**src/rtl/hazard_pkg.sv**
```systemverilog
// Shared types and constants for the pipeline hazard controller.
// Holds the controller state encoding and default memory timeout.
package hazard_pkg;

  typedef enum logic [1:0] {
    RUN      = 2'd0,
    MEM_WAIT = 2'd1,
    ERROR    = 2'd2
  } state_t;

  localparam int TIMEOUT_DEF = 256;
  localparam int TMR_W       = 16;

endpackage

```
**src/rtl/sat_counter.sv**
```systemverilog
// Saturating up-counter used for pipeline performance statistics.
// Sticks at all-ones instead of wrapping.
module sat_counter #(
  parameter int WIDTH = 32
) (
  input  logic             clk,
  input  logic             rst_n,
  input  logic             inc,
  output logic [WIDTH-1:0] count
);

  logic [WIDTH-1:0] r_count;

  // count up on inc until every bit is set
  always_ff @(posedge clk or negedge rst_n) begin
    if (!rst_n) begin
      r_count <= '0;
    end else if (inc && (r_count != '1)) begin
      r_count <= r_count + 1'b1;
    end
  end

  assign count = r_count;

endmodule

```
**src/rtl/hazard_ctrl.sv**
```systemverilog
// Pipeline hazard controller: load-use bubbles, redirect flushes,
// data-memory wait stalls with timeout, and stall/flush statistics.
module hazard_ctrl
  import hazard_pkg::*;
#(
  parameter int TIMEOUT = TIMEOUT_DEF,
  parameter int CNT_W   = 32
) (
  input  logic             i_clk,
  input  logic             i_rst_n,
  input  logic [4:0]       i_rs1_D,
  input  logic [4:0]       i_rs2_D,
  input  logic [4:0]       i_rd_E,
  input  logic             i_memread_E,
  input  logic             i_pcsrc_E,
  input  logic             i_dmem_req_M,
  input  logic             i_dmem_ready,
  output logic             o_stall_F,
  output logic             o_stall_D,
  output logic             o_stall_E,
  output logic             o_stall_M,
  output logic             o_flush_D,
  output logic             o_flush_E,
  output logic             o_flush_W,
  output logic             o_err,
  output logic [CNT_W-1:0] o_stall_cnt,
  output logic [CNT_W-1:0] o_flush_cnt
);

  localparam logic [TMR_W-1:0] LP_TMO = TMR_W'(TIMEOUT);

  state_t           r_state;
  state_t           w_state_nxt;
  logic [TMR_W-1:0] r_tmr;
  logic [TMR_W-1:0] w_tmr_nxt;
  logic             r_err;
  logic             w_err_nxt;

  logic w_memwait;
  logic w_redirect;
  logic w_loaduse;
  logic w_sF, w_sD, w_sE, w_sM;
  logic w_fD, w_fE, w_fW;
  logic w_flush_inc;

  assign w_memwait  = i_dmem_req_M & ~i_dmem_ready;
  assign w_redirect = i_pcsrc_E;
  assign w_loaduse  = i_memread_E & (i_rd_E != 5'd0) &
                      ((i_rd_E == i_rs1_D) | (i_rd_E == i_rs2_D));

  // state, timeout timer and sticky error
  always_ff @(posedge i_clk or negedge i_rst_n) begin
    if (!i_rst_n) begin
      r_state <= RUN;
      r_tmr   <= '0;
      r_err   <= 1'b0;
    end else begin
      r_state <= w_state_nxt;
      r_tmr   <= w_tmr_nxt;
      r_err   <= w_err_nxt;
    end
  end

  // next state and stall/flush decode
  always_comb begin
    w_state_nxt = r_state;
    w_tmr_nxt   = r_tmr;
    w_err_nxt   = r_err;
    w_sF = 1'b0;
    w_sD = 1'b0;
    w_sE = 1'b0;
    w_sM = 1'b0;
    w_fD = 1'b0;
    w_fE = 1'b0;
    w_fW = 1'b0;
    unique case (r_state)
      RUN: begin
        w_tmr_nxt = '0;
        if (w_memwait) begin
          {w_sF, w_sD, w_sE, w_sM} = 4'hF;
          w_fW        = 1'b1;
          w_state_nxt = MEM_WAIT;
          w_tmr_nxt   = TMR_W'(1);
        end else if (w_redirect) begin
          w_fD = 1'b1;
          w_fE = 1'b1;
        end else if (w_loaduse) begin
          w_sF = 1'b1;
          w_sD = 1'b1;
          w_fE = 1'b1;
        end
      end
      MEM_WAIT: begin
        if (i_dmem_ready) begin
          w_state_nxt = RUN;
          w_tmr_nxt   = '0;
        end else begin
          {w_sF, w_sD, w_sE, w_sM} = 4'hF;
          w_fW = 1'b1;
          if (r_tmr == LP_TMO) begin
            w_state_nxt = ERROR;
            w_err_nxt   = 1'b1;
          end else begin
            w_tmr_nxt = r_tmr + TMR_W'(1);
          end
        end
      end
      ERROR: begin
        {w_sF, w_sD, w_sE, w_sM} = 4'hF;
        w_fW      = 1'b1;
        w_err_nxt = 1'b1;
      end
      default: begin
        w_state_nxt = RUN;
        w_tmr_nxt   = '0;
      end
    endcase
  end

  // reset holds every control output low regardless of inputs
  assign o_stall_F = i_rst_n & w_sF;
  assign o_stall_D = i_rst_n & w_sD;
  assign o_stall_E = i_rst_n & w_sE;
  assign o_stall_M = i_rst_n & w_sM;
  assign o_flush_D = i_rst_n & w_fD;
  assign o_flush_E = i_rst_n & w_fE;
  assign o_flush_W = i_rst_n & w_fW;
  assign o_err     = r_err;

  assign w_flush_inc = o_flush_D | o_flush_E;

  sat_counter #(.WIDTH(CNT_W)) u_stall_cnt (
    .clk   (i_clk),
    .rst_n (i_rst_n),
    .inc   (o_stall_F),
    .count (o_stall_cnt)
  );

  sat_counter #(.WIDTH(CNT_W)) u_flush_cnt (
    .clk   (i_clk),
    .rst_n (i_rst_n),
    .inc   (w_flush_inc),
    .count (o_flush_cnt)
  );

endmodule

```
**config.mk**
```make
export PLATFORM = sky130hd
export DESIGN_NAME = hazard_ctrl
export DESIGN_NICKNAME = d
export VERILOG_FILES = /design/src/rtl/hazard_pkg.sv /design/src/rtl/sat_counter.sv /design/src/rtl/hazard_ctrl.sv
export SDC_FILE = /design/constraint.sdc
export NUM_CORES = 1
export LEC_CHECK = 0
export CORE_ASPECT_RATIO = 0.9
export CORE_MARGIN = 1.5
export CORE_UTILIZATION = 55
export CTS_BUF_LIST = sky130_fd_sc_hd__clkbuf_8
export DETAILED_ROUTE_END_ITERATION = 10
export PLACE_DENSITY = 0.91
export SETUP_SLACK_MARGIN = 0.3
export SLEW_MARGIN = 20
export SYNTH_ARGS = -nofsm -noshare
export SYNTH_HDL_FRONTEND = slang
export SYNTH_SLANG_ARGS = --single-unit
export TNS_END_PERCENT = 5
```
**constraint.sdc**
```tcl
create_clock -name i_clk -period 3.75 [get_ports i_clk]
set_input_delay 0.75 -clock i_clk [delete_from_list [all_inputs] [get_ports i_clk]]
set_output_delay 0.75 -clock i_clk [all_outputs]
set_load 0.005 [all_outputs]
```
==> results by group <==
Placed design
  – Global placer's final weighted congestion: 0.879
  – Dpl cell area: 0.00515 mm^2
  – Post-placement setup slack: 0.203 ns
  – Port Buffer Count: 92
  – Detail Placement HPWL: 6980 um

Clock tree
  – Max Root-Sink Buffers: 2
  – Clock Tree Root: clkbuf_8
  – CTS Sinks: 83
  – CTS tree: yes
  – Post-CTS Repair Setup Buffers: 0
  – Total CTS buffers: 9
  – Clk_lat worst skew: 0.35 ns
  – Clock slew at reported path FFs: 0.09 ns
  – H-Tree Depth: 3

Setup path
  – Kind of critical path: input pin to output port
  – Family with the most delay on the worst path: buffers and inverters
  – Worst EP required: 3.00 ns
  – Sequence of cells on the critical path: clkdlybuf4s50_1 -> or4_1 -> o21a_1 -> nand2_1 -> o21ba_4 -> inv_1 -> clkdlybuf4s50_1
  – Startpoint types: input pin
  – Slowest cell on the critical path: clkdlybuf4s50_1
  – Crit-path most repeated cell: clkdlybuf4s50_1
  – Crit path DAT: 2.65 ns
  – CP endpoint kind: output port
  – Crit Path Max Fanout: 6
  – Worst Path Buf+Inv: 3
  – Crit-path max cell delay: 0.47 ns

Die
  – Initial Utilization: 57.9%
  – Die footprint: 0.00809 mm^2
  – Top Ports: 93
  – Cell row count: 29
  – Core Area: 0.00718 mm^2
  – Die X: 94.7 um
  – Die span in y: 85.5 um

Synth
  – Cells after synthesis: 400
  – Ys flop type: dfrtp_1
  – Number of flops mapped to enable cells by yosys: 0
  – Synthesized area: 0.00416 mm^2
  – Synth cell types: 48
  – Synth warn: 0
  – Post-synth net total: 425
  – Syn avg cell area: 10.4 um^2
  – Yosys reg bits: 83
  – Ys async rst share: 100%
  – Sequential share of the synthesized area: 50.0%

Finish
  – Fin nets: 523
  – Area Growth Syn to Fin: 30.0%
  – Inserted Diodes: 0
  – Final Cell Area: 0.00541 mm^2
  – Filler cells: 519
  – Register area: 0.00208 mm^2
  – Layout cell share with drive strength beyond 1: 7.95%
  – Area of the multi-input gates: 0.00201 mm^2

Global routing
  – Initial antenna violation count: 0
  – Vias in the first global route: 3390
  – First-pass GRT wire length: 15900 um
  – GRT Total Usage: 25.4%
  – Largest net degree at the start of global routing: 79
  – Overflow after GRT: 0

Timing
  – Fin. Hold Viols: 0
  – Fin Hold WS: 0.214 ns
  – Clk_skew: 0.0191 ns
  – Slew headroom: 37.4%
  – TNS Setup: 0 ns
  – Unrepaired setup endpoints after global routing: true
  – Highest clock rate: 0.294 GHz
  – Tmin final: 3.40 ns
  – Final period util: 90.7%
  – Final Max Tran Viols: 0
  – Post-route setup slack: 0.348 ns
  – Worst-Margin Slew: 0.939 ns
  – Final setup viols: 0

Min path
  – Worst hold path class: input pin to asynchronous set/reset pin

Job
  – Number of max-cap violations: 0

Power and ir drop
  – Leakage: 2.31 nW
  – VDD IR max: 0.244 mV
  – Total power: 2.01 mW
  – Pwr dens: 371 mW/mm^2

Routing
  – Vias: 3409
  – Drt pass-1 iters: 4
  – Metal-1 WL: 4300 um
  – Initial DRC Count: 227
  – Met2 WL: 4760 um
  – DR top layer: met4
  – Number of remaining DRC errors: 0
  – Routed met3 length: 589 um
  – WL final: 9720 um
  – Routed vias/inst: 5.72
  – ANT nets after route: 0
  – WL per Instance: 16.3 um

Outcome
  – Status: finished clean
-- power by group --
group / switching, mW / total, mW / internal, mW
registers: 0.0785 / 1.03 / 0.950
clock network: 0.333 / 0.687 / 0.354
logic: 0.113 / 0.291 / 0.178
-- layout by cell type (no fill, tap or decap), types with 4 or more instances in the layout --
cell             instances
dlymetal6s2s_1           4
clkdlybuf4s50_1         87
nor2_1                  24
nand2_1                 38
a21oi_1                  4
clkbuf_8                11
buf_4                    4
o21a_1                   4
nor3_1                  17
o21ai_0                  9
nand3_1                 33
xnor2_1                 48
xor2_1                  31
nor4_1                   6
and4_1                   6
ha_1                     4
dfrtp_1                 83
inv_1                    8
and3_1                  15
nand4_1                 20
-- kinds of logic after synthesis --
family | count (synthesis) | share of synthesized area [%]
adders and majority gates | 4 | 1.20
buffers and inverters | 17 | 2.35
muxes | 3 | 0.812
xor gates and xnor gates | 79 | 16.6
DFF | 83 | 50.0
AOI/OAI and AO/OA | 30 | 5.06
and+or+nand+nor | 184 | 24.0
-- area by class of cell --
class	count	area share [%]
tap	93	2.15
sequential	83	38.4
inverter	9	0.671
clock inverter	5	1.25
clock buffer	11	2.80
multi-input combinational	300	37.1
timing repair buffer	95	17.6
-- state kept, by name, indices dropped and copies added (netlist names) --
signal,flops
o_err,1
r_tmr,16
u_flush_cnt.count,32
r_state,2
u_stall_cnt.count,32
-- layer usage --
| metal | vias to the layer above | track usage [%] |
|---|---|---|
| li1 | 1604 | - |
| met1 | 1695 | 34.0 |
| met2 | 102 | 41.2 |
| met3 | 8 | 5.02 |
| met4 | 0 | 8.96 |
| met5 | - | 0 |
-- what timing repair did --
action | 4_1_cts | 5_1_grt
setup endpoints to repair | 3 | 3
hold buffers | 0 | 0
gates resized for setup | 3 | 6
pin swaps | 0 | 0
-- cell usage after synthesis, types with 2 or more instances --
library cell / count / area (um^2)
xor2_1: 31 / 272
ha_1: 4 / 50.1
nor3_1: 17 / 85.1
or3_1: 3 / 18.8
nand2_1: 38 / 143
nor2b_1: 3 / 18.8
or4_4: 2 / 22.5
xnor2_1: 48 / 420
nor4b_1: 2 / 17.5
and2_1: 3 / 18.8
a22o_1: 2 / 17.5
nor2_1: 25 / 93.8
and4_1: 6 / 52.6
a21oi_1: 4 / 20.0
nor4_1: 6 / 37.5
and3_1: 15 / 93.8
and4_4: 3 / 33.8
nand3_2: 2 / 20.0
nand3_1: 33 / 165
o21ai_0: 9 / 45.0
mux2_2: 3 / 33.8
inv_1: 8 / 30.0
buf_4: 3 / 22.5
nand4_1: 20 / 125
dfrtp_1: 83 / 2080
o21a_1: 4 / 30.0
or2_2: 2 / 12.5
-- worst reg2reg max path, stage by stage, from the launching register on --
cell and delay (ns):
dfrtp_1 0.46, inv_1 0.07, ha_1 0.22, nor4bb_2 0.18, and4_4 0.20, a31oi_4 0.32, inv_4 0.10, or4_4 0.56
or3_1 0.36, a21oi_1 0.17
-- worst paths after layout --
check / from / to / slack (ns) / depth (start not counted)
worst min register to register: o_err$_DFFE_PN0P_ / o_err$_DFFE_PN0P_ / 0.48 / 1
worst max register to register: r_tmr[0]$_DFFE_PN0P_ / r_tmr[15]$_DFFE_PN0P_ / 1.03 / 9
worst min-delay path: i_rst_n / r_tmr[1]$_DFFE_PN0P_ / 0.21 / 1
worst max-delay path: i_rd_E[4] / o_stall_F / 0.35 / 7
max in group asynchronous: i_rst_n / r_tmr[2]$_DFFE_PN0P_ / 2.40 / 2
min in group i_clk: o_err$_DFFE_PN0P_ / o_err$_DFFE_PN0P_ / 0.48 / 1
-- metrics by stage --
stage / std cells / util [%]
2_1_floorplan: 400 / -
3_3_place_gp: 580 / 71.7
3_5_place_dp: 580 / 71.7
4_1_cts: 596 / 75.0
5_1_grt: 596 / 75.3
6_report: 596 / 75.3
(Power assumes the default switching activity.)
